File: config.mk
export PLATFORM = sky130hd
export DESIGN_NAME = i2c_cmd_arbiter_flat
export DESIGN_NICKNAME = d
export VERILOG_FILES = /design/src/rtl/i2c_cmd_arbiter_pkg.sv /design/src/rtl/i2c_cmd_arbiter_if.sv /design/src/rtl/i2c_cmd_arbiter_rr_pick.sv /design/src/rtl/i2c_cmd_arbiter.sv /design/src/flat_wrapper.sv
export SDC_FILE = /design/constraint.sdc
export NUM_CORES = 1
export LEC_CHECK = 0
export BUFFER_PORTS_ARGS = -buffer_cell sky130_fd_sc_hd__buf_4
export CORE_MARGIN = 10
export CORE_UTILIZATION = 39
export CTS_CLUSTER_DIAMETER = 200
export DETAILED_ROUTE_END_ITERATION = 6
export GPL_TIMING_DRIVEN = 0
export PLACE_DENSITY = 0.77
export SLEW_MARGIN = 0
export SYNTH_ARGS = -nofsm -noshare
export SYNTH_HDL_FRONTEND = slang
export SYNTH_HIERARCHICAL = 1
export SYNTH_SLANG_ARGS = --single-unit
File: constraint.sdc
create_clock -name clk_i -period 1.8 [get_ports clk_i]
set_clock_uncertainty 0.05 [all_clocks]
set_input_delay 0.18 -clock clk_i [delete_from_list [all_inputs] [get_ports clk_i]]
set_output_delay 0.18 -clock clk_i [all_outputs]
set_load 0.05 [all_outputs]
File: src/rtl/i2c_cmd_arbiter_pkg.sv
// Shared types and constants for the I2C command arbiter.
// Contents:
//   I2C_DATA_WIDTH      byte width carried in i2c_cmd_t
//   ARB_TIMEOUT_CYCLES  default per-command timeout (optional timeout build only)
//   ARB_CNT_WIDTH       width of the timeout counter
//   arb_state_t         arbiter FSM states
//   i2c_cmd_t           one byte-level command as latched towards the byte master
package i2c_cmd_arbiter_pkg;

    localparam int unsigned I2C_DATA_WIDTH     = 8;
    localparam int unsigned ARB_TIMEOUT_CYCLES = 100000;
    localparam int unsigned ARB_CNT_WIDTH      = 32;

    typedef enum logic [1:0] {
        IDLE,
        GRANT,
        BUSY,
        RELEASE
    } arb_state_t;

    typedef struct packed {
        logic                      start;
        logic                      stop;
        logic                      read;
        logic                      write;
        logic                      ack_in;
        logic [I2C_DATA_WIDTH-1:0] din;
    } i2c_cmd_t;

endpackage

File: src/rtl/i2c_cmd_arbiter_if.sv
// Byte-master command bus between the arbiter and the single I2C byte master.
// Signals:
//   start/stop/read/write/ack_in/din  command towards the byte master
//   dout                              read byte from the byte master
//   cmd_ack                           command-done pulse from the byte master
// Modports: master (arbiter side), slave (byte master side).
interface i2c_cmd_arbiter_if
    import i2c_cmd_arbiter_pkg::*;
#(
    parameter int unsigned DATA_WIDTH = I2C_DATA_WIDTH
);
    logic                  start;
    logic                  stop;
    logic                  read;
    logic                  write;
    logic                  ack_in;
    logic [DATA_WIDTH-1:0] din;
    logic [DATA_WIDTH-1:0] dout;
    logic                  cmd_ack;

    modport master (
        output start, stop, read, write, ack_in, din,
        input  dout, cmd_ack
    );

    modport slave (
        input  start, stop, read, write, ack_in, din,
        output dout, cmd_ack
    );
endinterface

File: src/rtl/i2c_cmd_arbiter_rr_pick.sv
// Combinational round-robin picker: first set request at or after ptr,
// wrapping modulo NUM_REQ.
// Ports:
//   req      request vector
//   ptr      highest-priority index
//   gnt_c    one-hot pick (zero when no request)
//   valid_c  any request present
module i2c_rr_pick
    import i2c_cmd_arbiter_pkg::*;
#(
    parameter int unsigned NUM_REQ = 2,
    parameter int unsigned PTR_W   = $clog2(NUM_REQ)
) (
    input  logic [NUM_REQ-1:0] req,
    input  logic [PTR_W-1:0]   ptr,
    output logic [NUM_REQ-1:0] gnt_c,
    output logic               valid_c
);

    function automatic logic [PTR_W-1:0] wrap_idx(input int unsigned v);
        return PTR_W'(v % NUM_REQ);
    endfunction

    // Scan from ptr upwards; the first hit wins.
    always_comb begin
        gnt_c = '0;
        for (int unsigned i = 0; i < NUM_REQ; i++) begin
            if ((gnt_c == '0) && req[wrap_idx(32'(ptr) + i)]) begin
                gnt_c[wrap_idx(32'(ptr) + i)] = 1'b1;
            end
        end
    end

    assign valid_c = |req;

endmodule

File: src/rtl/i2c_cmd_arbiter.sv
// Round-robin arbiter sharing one I2C byte master between NUM_REQ requesters.
// A grant is locked from the first command until the requester's STOP
// command is acknowledged (or the requester drops req_i while idle).
// Ports:
//   clk_i, arstn_i          clock, async active-low reset
//   req_i / gnt_o           level request / registered one-hot grant
//   r_*_i                   per-requester command bits and write bytes
//   r_cmd_ack_o             per-requester command-done pulse (combinational)
//   r_dout_o                read byte broadcast
//   m_if                    command bus to the byte master (master modport)
//   timeout_o, err_o        timeout pulse and sticky per-requester error
// Optional: define I2C_ARB_TIMEOUT_EN to enable the per-command timeout;
// otherwise timeout_o and err_o are tied low and BUSY waits indefinitely.
// DATA_WIDTH must equal I2C_DATA_WIDTH from the package.
module i2c_cmd_arbiter
    import i2c_cmd_arbiter_pkg::*;
#(
    parameter int unsigned NUM_REQ        = 2,
    parameter int unsigned DATA_WIDTH     = I2C_DATA_WIDTH,
    parameter int unsigned TIMEOUT_CYCLES = ARB_TIMEOUT_CYCLES
) (
    input  logic                          clk_i,
    input  logic                          arstn_i,
    input  logic [NUM_REQ-1:0]            req_i,
    output logic [NUM_REQ-1:0]            gnt_o,
    input  logic [NUM_REQ-1:0]            r_start_i,
    input  logic [NUM_REQ-1:0]            r_stop_i,
    input  logic [NUM_REQ-1:0]            r_read_i,
    input  logic [NUM_REQ-1:0]            r_write_i,
    input  logic [NUM_REQ-1:0]            r_ack_in_i,
    input  logic [NUM_REQ*DATA_WIDTH-1:0] r_din_i,
    output logic [NUM_REQ-1:0]            r_cmd_ack_o,
    output logic [DATA_WIDTH-1:0]         r_dout_o,
    i2c_cmd_arbiter_if.master             m_if,
    output logic                          timeout_o,
    output logic [NUM_REQ-1:0]            err_o
);

    localparam int unsigned PTR_W = $clog2(NUM_REQ);

    // Elaboration-time parameter sanity checks.
    if (NUM_REQ < 2 || NUM_REQ > 8) begin : g_bad_num_req
        $error("i2c_cmd_arbiter: NUM_REQ must be 2..8");
    end
    if (DATA_WIDTH != I2C_DATA_WIDTH) begin : g_bad_width
        $error("i2c_cmd_arbiter: DATA_WIDTH must match I2C_DATA_WIDTH");
    end
    if (TIMEOUT_CYCLES < 2) begin : g_bad_timeout
        $error("i2c_cmd_arbiter: TIMEOUT_CYCLES must be at least 2");
    end

    arb_state_t          state_q;
    logic [PTR_W-1:0]    ptr_q;
    logic [PTR_W-1:0]    gidx_q;
    i2c_cmd_t            cmd_q;
    i2c_cmd_t            req_cmd_c;
    logic                strobe_c;
    logic [NUM_REQ-1:0]  pick_gnt_c;
    logic                pick_valid_c;

    function automatic logic [PTR_W-1:0] onehot_idx(input logic [NUM_REQ-1:0] oh);
        logic [PTR_W-1:0] idx;
        idx = '0;
        for (int unsigned i = 0; i < NUM_REQ; i++) begin
            if (oh[i]) idx = PTR_W'(i);
        end
        return idx;
    endfunction

    i2c_rr_pick #(
        .NUM_REQ (NUM_REQ),
        .PTR_W   (PTR_W)
    ) u_pick (
        .req     (req_i),
        .ptr     (ptr_q),
        .gnt_c   (pick_gnt_c),
        .valid_c (pick_valid_c)
    );

    // Command presented by the currently granted requester.
    assign req_cmd_c = '{
        start:  r_start_i[gidx_q],
        stop:   r_stop_i[gidx_q],
        read:   r_read_i[gidx_q],
        write:  r_write_i[gidx_q],
        ack_in: r_ack_in_i[gidx_q],
        din:    r_din_i[32'(gidx_q)*DATA_WIDTH +: DATA_WIDTH]
    };
    // A standalone stop is a valid command; start alone is not.
    assign strobe_c = req_cmd_c.read | req_cmd_c.write | req_cmd_c.stop;

`ifdef I2C_ARB_TIMEOUT_EN
    logic [ARB_CNT_WIDTH-1:0] cnt_q;
`endif

    // Arbiter FSM with registered grant and command outputs.
    always_ff @(posedge clk_i or negedge arstn_i) begin
        if (!arstn_i) begin
            state_q   <= IDLE;
            gnt_o     <= '0;
            ptr_q     <= '0;
            gidx_q    <= '0;
            cmd_q     <= '0;
`ifdef I2C_ARB_TIMEOUT_EN
            cnt_q     <= '0;
            timeout_o <= 1'b0;
            err_o     <= '0;
`endif
        end else begin
`ifdef I2C_ARB_TIMEOUT_EN
            timeout_o <= 1'b0;
`endif
            case (state_q)
                IDLE: begin
                    if (pick_valid_c) begin
                        gnt_o   <= pick_gnt_c;
                        gidx_q  <= onehot_idx(pick_gnt_c);
                        state_q <= GRANT;
`ifdef I2C_ARB_TIMEOUT_EN
                        err_o   <= err_o & ~pick_gnt_c;
`endif
                    end
                end
                GRANT: begin
                    if (strobe_c) begin
                        cmd_q   <= req_cmd_c;
                        state_q <= BUSY;
`ifdef I2C_ARB_TIMEOUT_EN
                        cnt_q   <= '0;
`endif
                    end else if (!req_i[gidx_q]) begin
                        gnt_o   <= '0;
                        state_q <= RELEASE;
                    end
                end
                BUSY: begin
                    // An ack on the expiry cycle wins over the timeout.
                    if (m_if.cmd_ack) begin
                        cmd_q <= '0;
                        if (cmd_q.stop) begin
                            gnt_o   <= '0;
                            state_q <= RELEASE;
                        end else begin
                            state_q <= GRANT;
                        end
                    end
`ifdef I2C_ARB_TIMEOUT_EN
                    else if (cnt_q == ARB_CNT_WIDTH'(TIMEOUT_CYCLES - 1)) begin
                        timeout_o     <= 1'b1;
                        err_o[gidx_q] <= 1'b1;
                        cmd_q         <= '0;
                        gnt_o         <= '0;
                        state_q       <= RELEASE;
                    end else begin
                        cnt_q <= cnt_q + ARB_CNT_WIDTH'(1);
                    end
`endif
                end
                RELEASE: begin
                    // Last-served requester becomes lowest priority.
                    ptr_q   <= (gidx_q == PTR_W'(NUM_REQ - 1)) ? '0 : gidx_q + PTR_W'(1);
                    state_q <= IDLE;
                end
                default: state_q <= IDLE;
            endcase
        end
    end

`ifndef I2C_ARB_TIMEOUT_EN
    assign timeout_o = 1'b0;
    assign err_o     = '0;
`endif

    assign m_if.start  = cmd_q.start;
    assign m_if.stop   = cmd_q.stop;
    assign m_if.read   = cmd_q.read;
    assign m_if.write  = cmd_q.write;
    assign m_if.ack_in = cmd_q.ack_in;
    assign m_if.din    = cmd_q.din;

    assign r_cmd_ack_o = gnt_o & {NUM_REQ{m_if.cmd_ack && (state_q == BUSY)}};
    assign r_dout_o    = m_if.dout;

endmodule

File: src/flat_wrapper.sv
// flat-port wrapper written by rule: the top's interface ports become plain ports
module i2c_cmd_arbiter_flat import i2c_cmd_arbiter_pkg::*;
#(
    parameter int unsigned NUM_REQ        = 2,
    parameter int unsigned DATA_WIDTH     = I2C_DATA_WIDTH,
    parameter int unsigned TIMEOUT_CYCLES = ARB_TIMEOUT_CYCLES
)
  (clk_i, arstn_i, req_i, gnt_o, r_start_i, r_stop_i, r_read_i, r_write_i, r_ack_in_i, r_din_i, r_cmd_ack_o, r_dout_o, timeout_o, err_o, m_if_start, m_if_stop, m_if_read, m_if_write, m_if_ack_in, m_if_din, m_if_dout, m_if_cmd_ack);
  i2c_cmd_arbiter_if #(.DATA_WIDTH(DATA_WIDTH)) m_if_i ();
  input  logic clk_i;
  input  logic arstn_i;
  input  logic [NUM_REQ-1:0] req_i;
  output logic [NUM_REQ-1:0] gnt_o;
  input  logic [NUM_REQ-1:0] r_start_i;
  input  logic [NUM_REQ-1:0] r_stop_i;
  input  logic [NUM_REQ-1:0] r_read_i;
  input  logic [NUM_REQ-1:0] r_write_i;
  input  logic [NUM_REQ-1:0] r_ack_in_i;
  input  logic [NUM_REQ*DATA_WIDTH-1:0] r_din_i;
  output logic [NUM_REQ-1:0] r_cmd_ack_o;
  output logic [DATA_WIDTH-1:0] r_dout_o;
  output logic timeout_o;
  output logic [NUM_REQ-1:0] err_o;
  output wire logic [$bits(m_if_i.start)-1:0] m_if_start;
  output wire logic [$bits(m_if_i.stop)-1:0] m_if_stop;
  output wire logic [$bits(m_if_i.read)-1:0] m_if_read;
  output wire logic [$bits(m_if_i.write)-1:0] m_if_write;
  output wire logic [$bits(m_if_i.ack_in)-1:0] m_if_ack_in;
  output wire logic [$bits(m_if_i.din)-1:0] m_if_din;
  input wire logic [$bits(m_if_i.dout)-1:0] m_if_dout;
  input wire logic [$bits(m_if_i.cmd_ack)-1:0] m_if_cmd_ack;
  assign m_if_start = m_if_i.start;
  assign m_if_stop = m_if_i.stop;
  assign m_if_read = m_if_i.read;
  assign m_if_write = m_if_i.write;
  assign m_if_ack_in = m_if_i.ack_in;
  assign m_if_din = m_if_i.din;
  assign m_if_i.dout = m_if_dout;
  assign m_if_i.cmd_ack = m_if_cmd_ack;
  i2c_cmd_arbiter #(.NUM_REQ(NUM_REQ), .DATA_WIDTH(DATA_WIDTH), .TIMEOUT_CYCLES(TIMEOUT_CYCLES)) u_core (.clk_i(clk_i), .arstn_i(arstn_i), .req_i(req_i), .gnt_o(gnt_o), .r_start_i(r_start_i), .r_stop_i(r_stop_i), .r_read_i(r_read_i), .r_write_i(r_write_i), .r_ack_in_i(r_ack_in_i), .r_din_i(r_din_i), .r_cmd_ack_o(r_cmd_ack_o), .r_dout_o(r_dout_o), .m_if(m_if_i), .timeout_o(timeout_o), .err_o(err_o));
endmodule
## After elaboration in Yosys (flattened, before gate mapping)

Index checks and enable logic that the tools add are counted.

| storage, ports and cells | value |
|---|---|
| flip-flop bits (word level) | 19 |
| output and inout bits | 28 |

| operators by class | value |
|---|---|
| $add $sub $neg | 2 |
| order comparisons | 5 |
| equality and inequality tests | 10 |
| shifts and indexed selects | 1 |
| multiplexer cells | 39 |
| bitwise operators | 4 |
| reduce and logical (&&, ||, !) cells | 13 |

Operators with widths:

| kind | count |
|---|---|
| two-way mux 13 bit | 2 |
| one-hot mux 13 bit (2 select lines) | 1 |
| two-way mux 2 bit | 12 |
| two-way mux 1 bit | 20 |
| indexed part select 16 x 5 -> 8 bit | 1 |
| one-hot mux 2 bit (4 select lines) | 1 |
| less-than comparator 1 x 2 -> 1 bit (second input constant) | 3 |
| != test 2 x 1 -> 1 bit (second input constant) | 3 |
| != test 2 bit (second input constant) | 3 |
| one-hot mux 2 bit (3 select lines) | 1 |
| AND reduction 3 bit | 2 |
| AND reduction 6 bit | 1 |
| == test 2 bit (second input constant) | 2 |
| logical AND 1 bit | 4 |
| zero test 2 bit | 2 |
| != test 3 x 2 -> 1 bit (second input constant) | 1 |
| nonzero test 3 bit | 1 |
| adder 1 bit (second input constant) | 2 |
| bitwise AND 2 bit | 1 |
| demux 1 bit (select 1 bit) | 2 |
| == test 2 x 1 -> 1 bit (second input constant) | 1 |
| >= comparator 1 bit (second input constant) | 2 |
| bitwise OR 1 bit | 2 |
| bitwise OR 2 bit | 1 |
| 3 further kinds | 3 |

## Depth between registers and ports, before layout

| logic depth | value |
|---|---|
| depth after elaboration | 10 |
| gate-level depth with buffers | 6 |
| depth with buffers taken out | 6 |

## Cells and area by module

The synthesis kept the hierarchy.

By module, submodules not included:

| module | instances | cells an instance | area each (sq um) | seq. area each (sq um) |
|---|---|---|---|---|
| i2c_cmd_arbiter | 1 | 101 | 1133.6 | 475.5 |
| i2c_rr_pick | 1 | 4 | 25.0 | 0.0 |

## Least setup slack after synthesis

Ideal clock, no wire load.

| path | value |
|---|---|
| path kind | register to register |
| from | reg u_core.state_q[0] |
| to | reg u_core.gnt_o[0] |
| setup time | 125 ps |
| arrival time | 1761 ps |
| path slack | -135 ps |
| cell stages (with the launch flop) | 7 |
| period minus slack after synthesis | 1935 ps |
| cells stage by stage | dfrtp_1 inv_1 ha_1 a21boi_0 a2111o_1 a21oi_2 mux2_2 |

| on the way | value |
|---|---|
| word-level cells in the longest chain between the ends | 3 |
| elaborated cells on any way between the ends | 11 |
| those cells by class | eq/ne: 7; mux: 1; reduce/logical: 3 |

Ends and longest elaborated chain:

| item | RTL line | text |
|---|---|---|
| start, declared | i2c_cmd_arbiter.sv:52 | `arb_state_t state_q;` |
| start signal, assigned | i2c_cmd_arbiter.sv:99 | `state_q <= IDLE;` |
| start signal, assigned | i2c_cmd_arbiter.sv:118 | `state_q <= GRANT;` |
| start signal, assigned | i2c_cmd_arbiter.sv:127 | `state_q <= BUSY;` |
| == test 2 bit, or another cell as far along | i2c_cmd_arbiter.sv:113 | `case (state_q)` |
| != test 2 x 1 -> 1 bit (no source line), or another cell as far along | - |  |
| AND reduction 6 bit (no source line) | - |  |
| end signal, assigned | i2c_cmd_arbiter.sv:116 | `gnt_o <= pick_gnt_c;` |
| end, declared | i2c_cmd_arbiter.sv:25 | `output logic [NUM_REQ-1:0] gnt_o,` |

Parallel ways exist; a longest one is shown, timed or not.
A chain may end at the register's enable or synchronous reset.

## Worst setup path after layout

Ends and elaborated chain as after synthesis.

==> results.yml <==
floorplan:
  ios: 67
  coreArea_sq_um: 2810
  num_rows: 19
  die_h_um: 74.5
  die_x_um: 74.5
  start_util: 0.413
  dieArea_sq_um: 5550
yosys:
  synth_cell_type_count: 30
  ys_warn_count: 6
  synth_seq_cells: 19
  syn-cell-area_sq_um: 1160
  avgSynthCellArea_sq_um: 11.0
  syn_inst: 105
  yosysSeqAreaShare: 0.410
clock_network:
  clock_sinks: 19
  cts_tree: "built"
  ctsHtreeMaxLevel: 1
  clk-insertion-delay-late_ps: 290
  cts_made_buffers: 3
  clockRootBuffer: "clkbuf_4"
  cts.clk_slew.worst_paths_ps: 110
  clockBufferDepth: 2
worst_setup_path:
  worstPathRequired_ps: 1940
  cp-end-kind: "register"
  worstSetupStartpointType: "register"
  path_max_fanout: 5
  startpoint: "u_core/state_q[0]"
  crit_type: "register to register"
  cp.arrival_ps: 1990
  timing.rr.start: "u_core/state_q[0]"
timing:
  hold_viol_final: 0
  slew-limit-headroom: 0.562
  rsz0062_at_grt: "yes"
  final.setup.worst_slack_ps: -54.6
  period_share: 1.03
  max_freq_mhz: 539
  fin_crit_ps: 1850
  setup_viol: 2
  drv_slew: 0
  tightest_slew_ps: 658
power_and_ir_drop:
  seqPwrFrac: 0.250
  ir_worst_vdd_v: 0.00111
  p_int_mw: 1.58
  power_density_nw_per_um2: 1690
  power_leakage_nw: 0.913
  p_comb_frac: 0.679
  p_switching_mw: 1.47
  netSwitchingFraction: 0.481
  clkPwrFrac: 0.071
route:
  drtIter0Drc: 38
  vias: 1088
  wl_per_cell_um: 17.8
  drt-total-wl_um: 3680
  drcViolationCount: 0
  drtPass1Iterations: 4
  vias_per_cell: 5.26
  ant_nets: 0
final_layout:
  drive_gt1_frac: 0.551
  area_growth_pct: 56.0
  diodes: 0
  nets: 221
  fin_util: 0.645
hold_path:
  min-delay-path-class: "input pin to register"
  hold_path_startpoint: "r_ack_in_i[0]"
status:
  status: "finished, violations left"
  failed_checks: "setup timing"
flow_run:
  maxCapViolations: 0
placed_design:
  numPortBuffers: 55
  place_congestion: 0.861
  place_hpwl_um: 2780
  preCtsSetupSlack_ps: -130
global_routing:
  grt_pass1_vias: 1195
  grt_usage: 0.120
  antenna_found_initial: 0
  grt_max_degree: 20
  overflow: 0
  grt_first_pass_wirelength_um: 5280
critical path, stage by stage (launching register included):
cell and delay [ps]:
dfrtp_2 470, inv_4 70, ha_4 160, nor2b_4 120, a2111o_1 350, a21oi_2 200
mux2_4 320
layout by cell type, fill, tap and decap left out, types with 2 or more instances in the layout:
cell type   n
nor2b_1     2
o211ai_1    2
and3_1      2
clkbuf_1    2
buf_4      75
ha_4        4
mux2_4      3
a31oi_1     3
o2bb2ai_1  13
a21oi_1     2
inv_1       3
mux2i_1    14
dfrtp_2     2
dfrtp_1    17
buf_6       2
a21boi_1    2
nor2_1      2
conb_1      3
clkbuf_4    3
nand2_1     3
registers in the layout, indices dropped and copies added (netlist names):
signal	cells
u_core/gidx_q	1
u_core/gnt_o	2
u_core/m_if.ack_in	1
u_core/m_if.din	8
u_core/m_if.read	1
u_core/m_if.start	1
u_core/m_if.stop	1
u_core/m_if.write	1
u_core/ptr_q	1
u_core/state_q	2
what timing repair did:
action | in CTS | in global routing
setup buffers | 3 | 7
hold buffers | 1 | 0
setup endpoints to repair | 12 | 16
endpoints found under the hold margin | 19 | 0
gates resized for setup | 6 | 13
pin swaps | 1 | 1
power groups by stage:
stage	clock, mW	combinational [mW]	sequential, mW
CTS	0.228	1.88	0.728
detailed placement	0	1.78	0.738
floorplan	0	0.882	1.14
global route	0.244	2.20	0.784
global placement	0	1.73	0.728
finish	0.217	2.07	0.763
per-layer routing:
metal | vias to the layer above | global-route usage | part of all wire
met2 | 73 | 0.189 | 0.46
met1 | 496 | 0.127 | 0.38
li1 | 511 | - | -
met5 | - | 0 | 0
met3 | 8 | 0.0731 | 0.14
met4 | 0 | 0.0504 | 0.020
final cells by class:
| type | count | area [sq um] |
|---|---|---|
| repair buffers | 66 | 505 |
| multi-input cells | 68 | 639 |
| fillers | 231 | 997 |
| flip-flops and latches | 19 | 478 |
| well taps | 31 | 38.8 |
| plain buffers | 14 | 98.8 |
| inverters | 5 | 21.3 |
| clock buffers | 4 | 26.3 |
path summary, 6_finish.rpt:
check,to,slack (ps),cells past startpoint
setup / recovery,u_core/gnt_o[0],-50,6
hold / removal,u_core/m_if.ack_in,100,3
setup reg to reg,u_core/gnt_o[0],-50,6
hold reg to reg,u_core/m_if.read,450,1
max in group asynchronous,u_core/state_q[0],1250,2
min in group asynchronous,u_core/m_if.read,230,2
cell families (layout without fill, tap and decap cells):
family,Yosys count,after routing,synth area share
compound gates,27,27,0.185
buf+inv,20,89,0.111
flops,19,19,0.410
mux,18,18,0.163
simple gates,15,15,0.0735
fa+ha+maj,5,5,0.0540
other cells,1,3,0.00324
Yosys cell counts:
cell	number	area, sq um
dfrtp_1	19	475
mux2i_1	14	140
o2bb2ai_1	13	114
buf_4	12	90.1
ha_1	5	62.6
inv_1	5	18.8
a31oi_1	3	18.8
mux2_2	3	33.8
nand2_1	3	11.3
nor2b_1	3	18.8
a21boi_1	2	15.0
a21oi_1	2	10.0
and3_1	2	12.5
nor2_1	2	7.51
o211ai_1	2	15.0
a2111o_1	1	11.3
a21boi_0	1	7.51
a21oi_2	1	8.76
a2bb2oi_1	1	8.76
buf_2	1	5.00
buf_6	1	11.3
clkbuf_1	1	3.75
conb_1	1	3.75
mux2_4	1	15.0
nand2b_1	1	6.26
nand3b_1	1	7.51
nor4_1	1	6.26
nor4b_1	1	8.76
o21ai_1	1	5.00
or2_1	1	6.26
metrics by stage:
stage | power (mW) | area (sq um) | hold WS [ps] | setup TNS, ps | cells
after CTS | 2.83 | 1700 | 92.0 | -125 | 201
final | 3.05 | 1810 | 100 | -108 | 207
after detailed placement | 2.52 | 1620 | 20.3 | -1010 | 193
after floorplan | 2.02 | 1170 | -166 | -61.6 | 107
after global placement | 2.46 | 1620 | 18.1 | -411 | 193
after global routing | 3.23 | 1810 | 99.2 | -370 | 207
(Power assumes the default switching activity.)
